**src/rtl/lane_judge.sv**
```systemverilog
// Per-lane note judgement engine: walks the chart ROM, judges tap and hold
// notes against song time, and tracks the combo count.
module lane_judge #(
  parameter int NOTE_COUNT  = 143,
  parameter int PERFECT_WIN = 3,
  parameter int GOOD_WIN    = 6
) (
  input  logic        Clk,
  input  logic        Reset_n,
  input  logic        run,
  input  logic        frame_tick,
  input  logic [13:0] song_time,
  input  logic        key_pressed,
  input  logic [15:0] key_1,
  input  logic [15:0] key_2,
  output logic [7:0]  addr,
  output logic        judge_valid,
  output logic [1:0]  judge_code,
  output logic        hold_active,
  output logic [9:0]  combo,
  output logic        chart_done
);

  typedef enum logic [1:0] {
    IDLE,
    ACTIVE,
    HOLD,
    DONE
  } state_e;

  localparam logic [1:0] J_PERF = 2'b00;
  localparam logic [1:0] J_GOOD = 2'b01;
  localparam logic [1:0] J_MISS = 2'b10;

  localparam logic signed [14:0] PW = 15'(PERFECT_WIN);
  localparam logic signed [14:0] GW = 15'(GOOD_WIN);
  localparam logic signed [14:0] NP = -PW;
  localparam logic signed [14:0] NG = -GW;
  localparam logic [8:0] NC9 = 9'(NOTE_COUNT);

  state_e      state_q, state_d;
  logic [7:0]  addr_q, addr_d;
  logic        key_prev_q;
  logic        jv_q, jv_d;
  logic [1:0]  jc_q, jc_d;
  logic        hold_q, hold_d;
  logic [9:0]  combo_q, combo_d;

  logic signed [14:0] delta;
  logic signed [14:0] mag;
  logic        press, rel;
  logic        in_p, in_g;
  logic        at_end, has_end;
  logic [1:0]  head_t;
  logic        unused_key2;

  assign delta = $signed({1'b0, song_time} - {1'b0, key_1[13:0]});
  assign mag   = delta[14] ? -delta : delta;
  assign in_p  = (mag <= PW);
  assign in_g  = (mag <= GW);
  assign press = key_pressed & ~key_prev_q;
  assign rel   = ~key_pressed & key_prev_q;
  assign head_t = key_1[15:14];
  assign at_end = ({1'b0, addr_q} >= NC9);
  // A hold end past the chart end is not a real partner note.
  assign has_end = (key_2[15:14] == 2'b10) &&
                   (({1'b0, addr_q} + 9'd1) < NC9);
  assign unused_key2 = ^key_2[13:0];

  always_comb begin
    state_d = state_q;
    addr_d  = addr_q;
    hold_d  = hold_q;
    jv_d    = 1'b0;
    jc_d    = jc_q;
    combo_d = combo_q;
    if (!run) begin
      state_d = IDLE;
      addr_d  = '0;
      combo_d = '0;
      hold_d  = 1'b0;
    end else begin
      unique case (state_q)
        IDLE: state_d = ACTIVE;
        ACTIVE: begin
          if (at_end) begin
            state_d = DONE;
          end else if (head_t[1]) begin
            addr_d = addr_q + 8'd1;
          end else if (press && in_g) begin
            jv_d   = 1'b1;
            jc_d   = in_p ? J_PERF : J_GOOD;
            addr_d = addr_q + 8'd1;
            if (head_t == 2'b01 && has_end) begin
              hold_d  = 1'b1;
              state_d = HOLD;
            end
          end else if (frame_tick && delta > GW) begin
            jv_d = 1'b1;
            jc_d = J_MISS;
            if (head_t == 2'b01 && has_end)
              addr_d = addr_q + 8'd2;
            else
              addr_d = addr_q + 8'd1;
          end
        end
        HOLD: begin
          if (frame_tick && key_pressed && !delta[14]) begin
            jv_d = 1'b1;
            jc_d = J_PERF;
          end else if (rel) begin
            jv_d = 1'b1;
            if (delta >= NP)
              jc_d = J_PERF;
            else if (delta >= NG)
              jc_d = J_GOOD;
            else
              jc_d = J_MISS;
          end
          if (jv_d) begin
            addr_d  = addr_q + 8'd1;
            hold_d  = 1'b0;
            state_d = ACTIVE;
          end
        end
        DONE: state_d = DONE;
        default: state_d = IDLE;
      endcase
    end
    if (jv_d) begin
      if (jc_d == J_MISS)
        combo_d = '0;
      else if (!(&combo_q))
        combo_d = combo_q + 10'd1;
    end
  end

  always_ff @(posedge Clk or negedge Reset_n) begin
    if (!Reset_n) begin
      state_q    <= IDLE;
      addr_q     <= '0;
      key_prev_q <= 1'b0;
      jv_q       <= 1'b0;
      jc_q       <= 2'b00;
      hold_q     <= 1'b0;
      combo_q    <= '0;
    end else begin
      state_q    <= state_d;
      addr_q     <= addr_d;
      key_prev_q <= key_pressed;
      jv_q       <= jv_d;
      jc_q       <= jc_d;
      hold_q     <= hold_d;
      combo_q    <= combo_d;
    end
  end

  assign addr        = addr_q;
  assign judge_valid = jv_q;
  assign judge_code  = jc_q;
  assign hold_active = hold_q;
  assign combo       = combo_q;
  assign chart_done  = (state_q == DONE);

endmodule

```
**config.mk**
```make
export PLATFORM = sky130hd
export DESIGN_NAME = lane_judge
export DESIGN_NICKNAME = d
export VERILOG_FILES = /design/src/rtl/lane_judge.sv
export SDC_FILE = /design/constraint.sdc
export NUM_CORES = 1
export LEC_CHECK = 0
export BUFFER_PORTS_ARGS = -buffer_cell sky130_fd_sc_hd__buf_2
export CORE_UTILIZATION = 25
export CTS_BUF_LIST = sky130_fd_sc_hd__clkbuf_4 sky130_fd_sc_hd__clkbuf_8
export DETAILED_ROUTE_END_ITERATION = 8
export PLACE_DENSITY_LB_ADDON = 0.3
export SETUP_SLACK_MARGIN = 0.15
export SLEW_MARGIN = 25
export SYNTH_ARGS = -nofsm -noshare
export SYNTH_HDL_FRONTEND = slang
export SYNTH_SLANG_ARGS = --single-unit
```
**constraint.sdc**
```tcl
create_clock -name Clk -period 5.5 [get_ports Clk]
set_input_delay 0.275 -clock Clk [delete_from_list [all_inputs] [get_ports Clk]]
set_output_delay 0.275 -clock Clk [all_outputs]
set_load 0.01 [all_outputs]
```
# ---- Word level (Yosys, flattened, before mapping)
# Cells that the tools add are included.
dict set report classes {
  addsub 6
  mul 0
  n_div 0
  magnitude_cmp 7
  n_eq_ne 16
  shifts 0
  n_mux 48
  bitwise 4
  n_reduce_logical 12
}
# cell n
set ops {}
lappend ops {{8-bit two-way mux} 7}
lappend ops {{10-bit two-way mux} 4}
lappend ops {{2-bit two-way mux} 15}
lappend ops {{1-bit two-way mux} 16}
lappend ops {{8-bit case mux with 2 select lines} 1}
lappend ops {{15-bit by 3-bit greater-or-equal comparator with 1-bit output, second input constant} 1}
lappend ops {{15-bit by 4-bit greater-or-equal comparator with 1-bit output, second input constant} 1}
lappend ops {{15-bit by 4-bit > comparator with 1-bit output, second input constant} 1}
lappend ops {{15-bit by 3-bit <= comparator with 1-bit output, second input constant} 1}
lappend ops {{15-bit by 4-bit <= comparator with 1-bit output, second input constant} 1}
lappend ops {{15-bit two-way mux} 1}
lappend ops {{3-bit inequality test, second input constant} 5}
lappend ops {{15-bit negator} 1}
lappend ops {{14-bit by 14-bit subtractor with 15-bit output} 1}
lappend ops {{4-bit inequality test, second input constant} 3}
lappend ops {{10-bit by 1-bit adder with 10-bit output, second input constant} 1}
lappend ops {{10-bit AND reduction} 1}
lappend ops {{8-bit by 1-bit adder with 9-bit output, second input constant} 1}
lappend ops {{9-bit by 8-bit less-than comparator with 1-bit output, second input constant} 1}
lappend ops {{8-bit by 1-bit adder with 8-bit output, second input constant} 1}
lappend ops {{8-bit by 2-bit adder with 8-bit output, second input constant} 1}
lappend ops {{2-bit == test, second input constant} 4}
lappend ops {{8-bit greater-or-equal comparator, second input constant} 1}
lappend ops {{2-bit case mux with 4 select lines} 1}
lappend ops {{other kinds (12)} 22}
dict set report totals {
  regBits 25
  latchBits 0
  ramBits 0
  romBits 0
  wordCells 100
  mem_count 0
}

# ---- Depth between registers and ports, before layout
# Gate-level depths: netlist of run 1.
dict set report logic_depth {
  word_depth 13
  depth_mapped 21
  mapped_depth_nobuf 18
}

# ---- Worst setup path after synthesis of run 1
# No wires, ideal clock.
dict set report synth_path {
  kind {input to register}
  from {input port song_time[0]}
  to {register addr_q[3], in the netlist addr[3]}
  setup_time_ps 124
  arrival_time_ps 3894
  required_ps 5376
  path_slack_ps 1482
  stages 19
  path_buffers 2
  cell_sequence {inv_1 -> ha_1 -> inv_1 -> fa_1 -> a21o_1 -> a221o_2 -> a2111oi_2 -> a311o_2 -> o211a_4 -> o211ai_1 -> a2111oi_0 -> nor4b_2 -> or2_1 -> buf_6 -> a211o_1 -> buf_6 -> nand2_2 -> nor4b_2 -> a211o_1}
}
dict set report synth_via {
  elab_chain_cells 10
}
# element line
set synth_lines {}
lappend synth_lines {{start: declaration} 12} ;# input logic [13:0] song_time,
lappend synth_lines {{14-bit by 14-bit subtractor with 15-bit output (*)} 57} ;# assign delta = $signed({1'b0, song_time} - {1'b0, key_1[13:0]});
lappend synth_lines {{15-bit negator} 58} ;# assign mag = delta[14] ? -delta : delta;
lappend synth_lines {{15-bit two-way mux} 58}
lappend synth_lines {{15-bit by 4-bit <= comparator with 1-bit output} 60} ;# assign in_g = (mag <= GW);
lappend synth_lines {{1-bit logical AND} 90} ;# end else if (press && in_g) begin
lappend synth_lines {{8-bit two-way mux} 90}
lappend synth_lines {{8-bit two-way mux} 88} ;# end else if (head_t[1]) begin
lappend synth_lines {{8-bit two-way mux} 86} ;# if (at_end) begin
lappend synth_lines {{8-bit case mux with 2 select lines} 83} ;# unique case (state_q)
lappend synth_lines {{8-bit two-way mux} 77} ;# if (!run) begin
lappend synth_lines {{end signal: assignment} 149} ;# addr_q <= addr_d;
lappend synth_lines {{end: declaration} 42} ;# logic [7:0] addr_q, addr_d;
# Mark *: on every way between the ends. The rest lies on a longest branch, timed or not. The select of a mux whose other input is x is not followed.
# A chain may end at the register's enable or synchronous reset.

# ---- Worst setup path after layout of run 1
# Same ends and word-level chain as after synthesis.

==> flow_metrics.tcl, run 1 <==
set metrics [dict create \
    status "finished with violations" \
    violations "negative hold slack" \
    cts_resized 0 \
    rsz0062_at_grt "no" \
    cts.clk_slew.worst_paths_ns 0.10 \
    cts_root_buffer "clkbuf_8" \
    muxShareOfSynthArea_pct 2.34 \
    tightest_slew_ns 0.698 \
    setup.worst_path.class "in -> reg" \
    synthTopCellsByCount "35 x inv_1, 33 x nand2_1, 31 x nor2_1" \
    p_leak_nw 1.87 \
    dp.cells 700 \
    clock_skew_ns 0.00912 \
    drive_gt1_share_pct 17.9 \
    start_util_pct 25.5 \
    synth_top_family_by_area "compound AO/OA/AOI/OAI gates" \
    hpwl_mm 7.61 \
    setup_ws_ns 0.881 \
    holdCritPathClass "in -> async" \
    cts_sinks 25 \
    drc 0 \
    rr_endpoint "combo[0]$_DFF_PN0_" \
    post_synth_num_cell_types 85 \
    r2r_start "addr[0]$_DFFE_PN0P_" \
    r2r_setup_slack_ns 1.89 \
    fin_crit_ns 4.62 \
    synth_nets 552 \
    ys_async_sr_fraction_pct 100 \
    first_global_vias 3524 \
    routed_via_density 5.37 \
    drt.antenna.violating_nets 0 \
    yosys.area.top_type "dfrtp_1" \
    drtIter0Drc 192 \
    pre_cts_ws_ns 0.618 \
    cp-endpoint "addr[3]$_DFFE_PN0P_" \
    cts_buffers 3 \
    power_uw 775 \
    post_cts.repair.setup_buffers 0 \
    worstSkewPairLatency_ns 0.28 \
    ir_drop_mv 0.0965 \
    final_cells 704 \
    synth.area.top_cells "dfrtp_1 17%, ha_1 7.8%, inv_1 3.6%, a21oi_1 3.4%, o21ai_0 3.4%" \
    final_area_um2 4140 \
    yosys.area_share.adder_pct 8.34 \
    drt-pass1-iter-count 5 \
    yosysTopAreaCellShare_pct 17.0 \
    synthSimpleGateAreaFrac_pct 27.2 \
    synth-seq-cells 25 \
    antenna_found_initial 0 \
    arrival_ns 4.79 \
    crit_start "song_time[0]" \
    cap_violations 0 \
    grt_pass1_wl_mm 16.6 \
    ctsHoldBuffers 0 \
    synth_area_um2 3690 \
    boundaryPins 74 \
    grtUsageTotal_pct 13.2 \
    drv_slew 0 \
    place_congestion 0.907 \
    fin_util_pct 28.6 \
    setup_viol_count_final 0 \
    cts_buffer_depth 2 \
    crit_required_ns 5.67 \
    setup.worst_path.start_class "primary input" \
    holdWs_ns -0.000575 \
    cp_max_fo 19 \
    die_w_um 123 \
    place_area_um2 4090 \
    multiInputGateArea_um2 2800 \
    slew_headroom_pct 53.1 \
    die_h_um 123 \
    finalCritPeriodShare_pct 84.0 \
    synth_flop_cell "dfrtp_1" \
    std_cell_rows 44 \
    cp-end-kind "flip-flop" \
    final_nets 596 \
    fill_cells 1588 \
    ff2ff_path_depth 11 \
    syn_area_per_cell_um2 7.73 \
    synth_compound_area_share_pct 33.6 \
    core_um2 14500 \
    clock.fmax_mhz 217 \
    regArea_um2 626 \
    grt_max_degree 26 \
    route.vias.total 3783 \
    wire_per_inst_um 13.9 \
    io_buffers 59 \
    syn_inst 477 \
    synthXorXnorAreaFrac_pct 4.24 \
    p_per_area_nw_per_um2 187 \
    synth_edf_count 0 \
    num_antenna_cells 0 \
    overflow 0 \
    wl_mm 9.75 \
    htreeDepth 1 \
    hold_viol 1 \
    setup_tns_ns 0 \
    cts_tree "built" \
    ys_warn_count 0 \
    fp.dieArea_um2 15200 \
    synth_most_common_cell "inv_1" \
    ys_seq_area_share_pct 17.0 \
    synthToLayoutAreaGrowth_pct 12.3 \
]
==> placed cells by master, fill, tap and decap left out, drive strengths merged, types with 16 or more instances in the layout <==
master	count
nand3	19
nand2	34
o21ai	34
dfrtp	25
a21oi	26
and3	16
buf	61
nor2	31
inv	35
ha	23
==> logic make-up after synthesis <==
group | Yosys count
AO/OA/AOI/OAI | 163
buffers and inverters | 57
adder cells (fa/ha/maj) | 24
AND/OR/NAND/NOR | 183
multiplexers | 8
XOR/XNOR | 17
flip-flops | 25
==> where the power goes <==
group	total [mW]	switching (mW)	internal [mW]
clock network	0.117	0.0659	0.0514
logic	0.433	0.260	0.173
registers	0.225	0.0257	0.200
total	0.775	0.351	0.424
==> sequential cells by signal, summed over array words and instances (netlist names) <==
| name | count |
|---|---|
| addr | 8 |
| combo | 10 |
| hold_active | 1 |
| judge_code | 2 |
| judge_valid | 1 |
| key_prev_q | 1 |
| state_q | 2 |
==> cell type report <==
class                           instances  share of cell area (%)
Multi-Input combinational cell        395                    67.5
Sequential cell                        25                    15.1
Timing Repair Buffer                   61                    7.49
Clock buffer                            3                   0.997
Clock inverter                          1                   0.181
Tap cell                              184                    5.56
Inverter                               35                    3.17
==> how the worst min path moves through the flow <==
stage	from	endpoint	slack, ns	depth (start not counted)
after floorplan	Reset_n	addr[0]$_DFFE_PN0P_	-0.02	0
after global placement	Reset_n	addr[5]$_DFFE_PN0P_	0.31	1
after detailed placement	Reset_n	addr[5]$_DFFE_PN0P_	0.32	1
after CTS	Reset_n	addr[0]$_DFFE_PN0P_	0.02	1
after global routing	Reset_n	addr[5]$_DFFE_PN0P_	0.03	1
final	Reset_n	addr[0]$_DFFE_PN0P_	-0.0006	1
==> critical path, cell delays in order <==
cell and delay, ns:
buf_2 0.09, inv_1 0.05, ha_1 0.17, inv_1 0.06
fa_1 0.46, a21o_1 0.21, a221o_2 0.43, a21o_1 0.25
o22a_1 0.43, o32ai_1 0.52, nand2_1 0.12, nor4b_2 0.41
or2_1 0.34, a211o_1 0.37, nand2_2 0.16, nor4b_2 0.19
a211o_1 0.26
==> routing by layer <==
layer  vias up  wire length (µm)  track usage (%)
li1       1891                 -                -
met1      1786              4620             17.3
met2       100              4690             23.6
met3         6               364            0.784
met4         0                80             2.86
met5         -                 0                0
Note: power is estimated with default switching activity, not from simulation.
==> inputs of run 2 (changes only) <==
==> constraint.sdc (replaced) <==
create_clock -name Clk -period 3.85 [get_ports Clk]
set_input_delay 0.1925 -clock Clk [delete_from_list [all_inputs] [get_ports Clk]]
set_output_delay 0.1925 -clock Clk [all_outputs]
set_load 0.01 [all_outputs]
==> run 2 against run 1 <==
Compared with the run above: the run ends with negative setup slack left; sequential share of layout area shrank 3.1 points; global-route usage grew 1.4 points; routed wire length grew 16%; register-to-register slack lost 1.5 ns; setup slack lost 0.93 ns; critical path depth is the same; count of clock-buffer cells in the layout is the same; core utilization grew 7.3 points; via count grew 11%; first-iteration DRC count grew 17%; critical endpoint is now combo[6]$_DFF_PN0_; largest cell class unchanged; largest power group unchanged.
==> flow_metrics.tcl, run 2 (synthesis gave the netlist of run 1 again) <==
set metrics [dict create \
    status "finished with violations" \
    violations "negative setup slack" \
    die_w_um 123 \
    hold_viol 0 \
    setup.worst_path.start_class "primary input" \
    std_cell_rows 44 \
    setup_ws_ns -0.0476 \
    setup.worst_path.class "in -> reg" \
    clock.fmax_mhz 257 \
    first_global_vias 4022 \
    final_nets 700 \
    start_util_pct 25.5 \
    setup_viol_count_final 11 \
    io_buffers 59 \
    largest_register_ffs 10 \
    core_um2 14500 \
    boundaryPins 74 \
    crit_start "song_time[0]" \
    drc 0 \
    cp_slowest_cell "or4_4" \
    synthToLayoutAreaGrowth_pct 40.8 \
    grt_max_degree 26 \
    cp-end-kind "flip-flop" \
    cp_max_fo 11 \
    r2r_start "addr[0]$_DFFE_PN0P_" \
    fp.dieArea_um2 15200 \
    fin_util_pct 35.9 \
    slew_headroom_pct 56.1 \
    cp_slowest_stage_delay_ns 0.58 \
    grt_pass1_wl_mm 18.2 \
    hpwl_mm 9.04 \
    drtIter0Drc 225 \
    crit_required_ns 4.07 \
    cts_tree "built" \
    setup_tns_ns -0.274 \
    antenna_found_initial 0 \
    routed_via_density 5.21 \
    min_from "key_pressed" \
    cp_cell_sequence "buf_8, inv_12, ha_4, inv_2, fa_2, a21o_1, a221o_2, o31ai_4, nand4_1, o41ai_4, a31oi_4, or4_4, o311ai_4, o21ai_4, buf_4, a31oi_2, o22a_1" \
    clock_skew_ns 0.00920 \
    cts_root_buffer "clkbuf_8" \
    wl_mm 11.3 \
    route.vias.total 4213 \
    die_h_um 123 \
    tightest_slew_ns 0.649 \
    drt-pass1-iter-count 4 \
    finalCritPeriodShare_pct 101 \
    rsz0062_at_grt "yes" \
    overflow 0 \
    wire_per_inst_um 14.0 \
    place_congestion 0.902 \
    cts_buffers 3 \
    cts_sinks 25 \
    r2r_setup_slack_ns 0.35 \
    final_common_cell "buf_4" \
    fin_crit_ns 3.90 \
    cts_buffer_depth 2 \
    rr_endpoint "combo[0]$_DFF_PN0_" \
    p_leak_nw 2.43 \
    ff2ff_path_depth 11 \
    final_cell_mix "98 x buf_4, 58 x buf_2, 33 x nand2_1" \
    cp-endpoint "combo[6]$_DFF_PN0_" \
    drt.antenna.violating_nets 0 \
    htreeDepth 1 \
    ir_drop_mv 0.108 \
    holdCritPathClass "in -> reg" \
    grtUsageTotal_pct 14.6 \
    num_antenna_cells 0 \
    cap_violations 0 \
    arrival_ns 4.12 \
    worstSkewPairLatency_ns 0.28 \
    drive_gt1_share_pct 36.1 \
    drv_slew 0 \
    p_per_area_nw_per_um2 257 \
    cts.clk_slew.worst_paths_ns 0.10 \
]
==> run 2: changes by cell type in the layout (fill, tap and decap cells not counted), moves of 3 or more <==
cell     delta
buf_4      +96
o21ai_0     -8
buf_6       +7
o21ai_1     +6
a21oi_1     -3
a21oi_2     +3
a31oi_1     -3
inv_1       -3
==> run 2: layout make-up <==
| type | instances | area [µm²] |
|---|---|---|
| Multi-Input combinational cell | 395 | 3020 |
| Tap cell | 184 | 230 |
| Inverter | 35 | 144 |
| Sequential cell | 25 | 626 |
| Fill cell | 1532 | 9280 |
| Timing Repair Buffer | 165 | 1130 |
| Clock buffer | 3 | 41.3 |
| Clock inverter | 1 | 7.51 |
==> run 2: routing by layer <==
layer	up-vias	track usage (%)	part of all wire (%)	wire length [µm]
li1	2095	-	-	-
met1	2019	18.3	45	5130
met2	83	26.8	51	5730
met3	16	1.01	2.6	290
met4	0	3.69	1.6	180
met5	-	0	0	0
==> run 2: repair_timing <==
action	CTS	global route
hold buffers	1	0
setup buffers	3	4
pin swaps	18	11
endpoints found under the setup margin	21	22
gates resized for setup	31	19
endpoints found under the hold margin	25	0
==> run 2: power breakdown <==
group / switching (mW) / total (mW) / internal (mW)
clock: 0.0924 / 0.166 / 0.0735
sequential: 0.0376 / 0.323 / 0.285
combinational: 0.444 / 0.849 / 0.404
==> run 2: how the worst min path moves through the flow <==
stage,cells past startpoint,to,slack (ns)
6_report,1,key_prev_q$_DFF_PN0_,0.11
5_1_grt,1,key_prev_q$_DFF_PN0_,0.1
4_1_cts,1,key_prev_q$_DFF_PN0_,0.09
3_5_place_dp,1,addr[5]$_DFFE_PN0P_,0.24
3_3_place_gp,1,addr[5]$_DFFE_PN0P_,0.23
2_1_floorplan,0,addr[0]$_DFFE_PN0P_,-0.10
==> run 2: through the flow <==
stage / power [mW] / hold slack, ns / instance area [µm²] / setup WS [ns] / instances
floorplan: 0.798 / -0.103 / 3740 / 0.0537 / 477
global placement: 1.10 / 0.233 / 4870 / -0.453 / 796
detailed placement: 1.11 / 0.238 / 4870 / -0.594 / 796
CTS: 1.32 / 0.0948 / 5090 / -0.0194 / 804
global route: 1.44 / 0.0970 / 5190 / -0.213 / 808
finish: 1.34 / 0.109 / 5190 / -0.0476 / 808
==> run 2: worst max-delay path, delay by kind of cell <==
kind	cells	cell delay, ns
AO/OA/AOI/OAI	9	2.21
buffers and inverters	4	0.35
adder cells (fa/ha/maj)	2	0.48
AND/OR/NAND/NOR	2	0.87
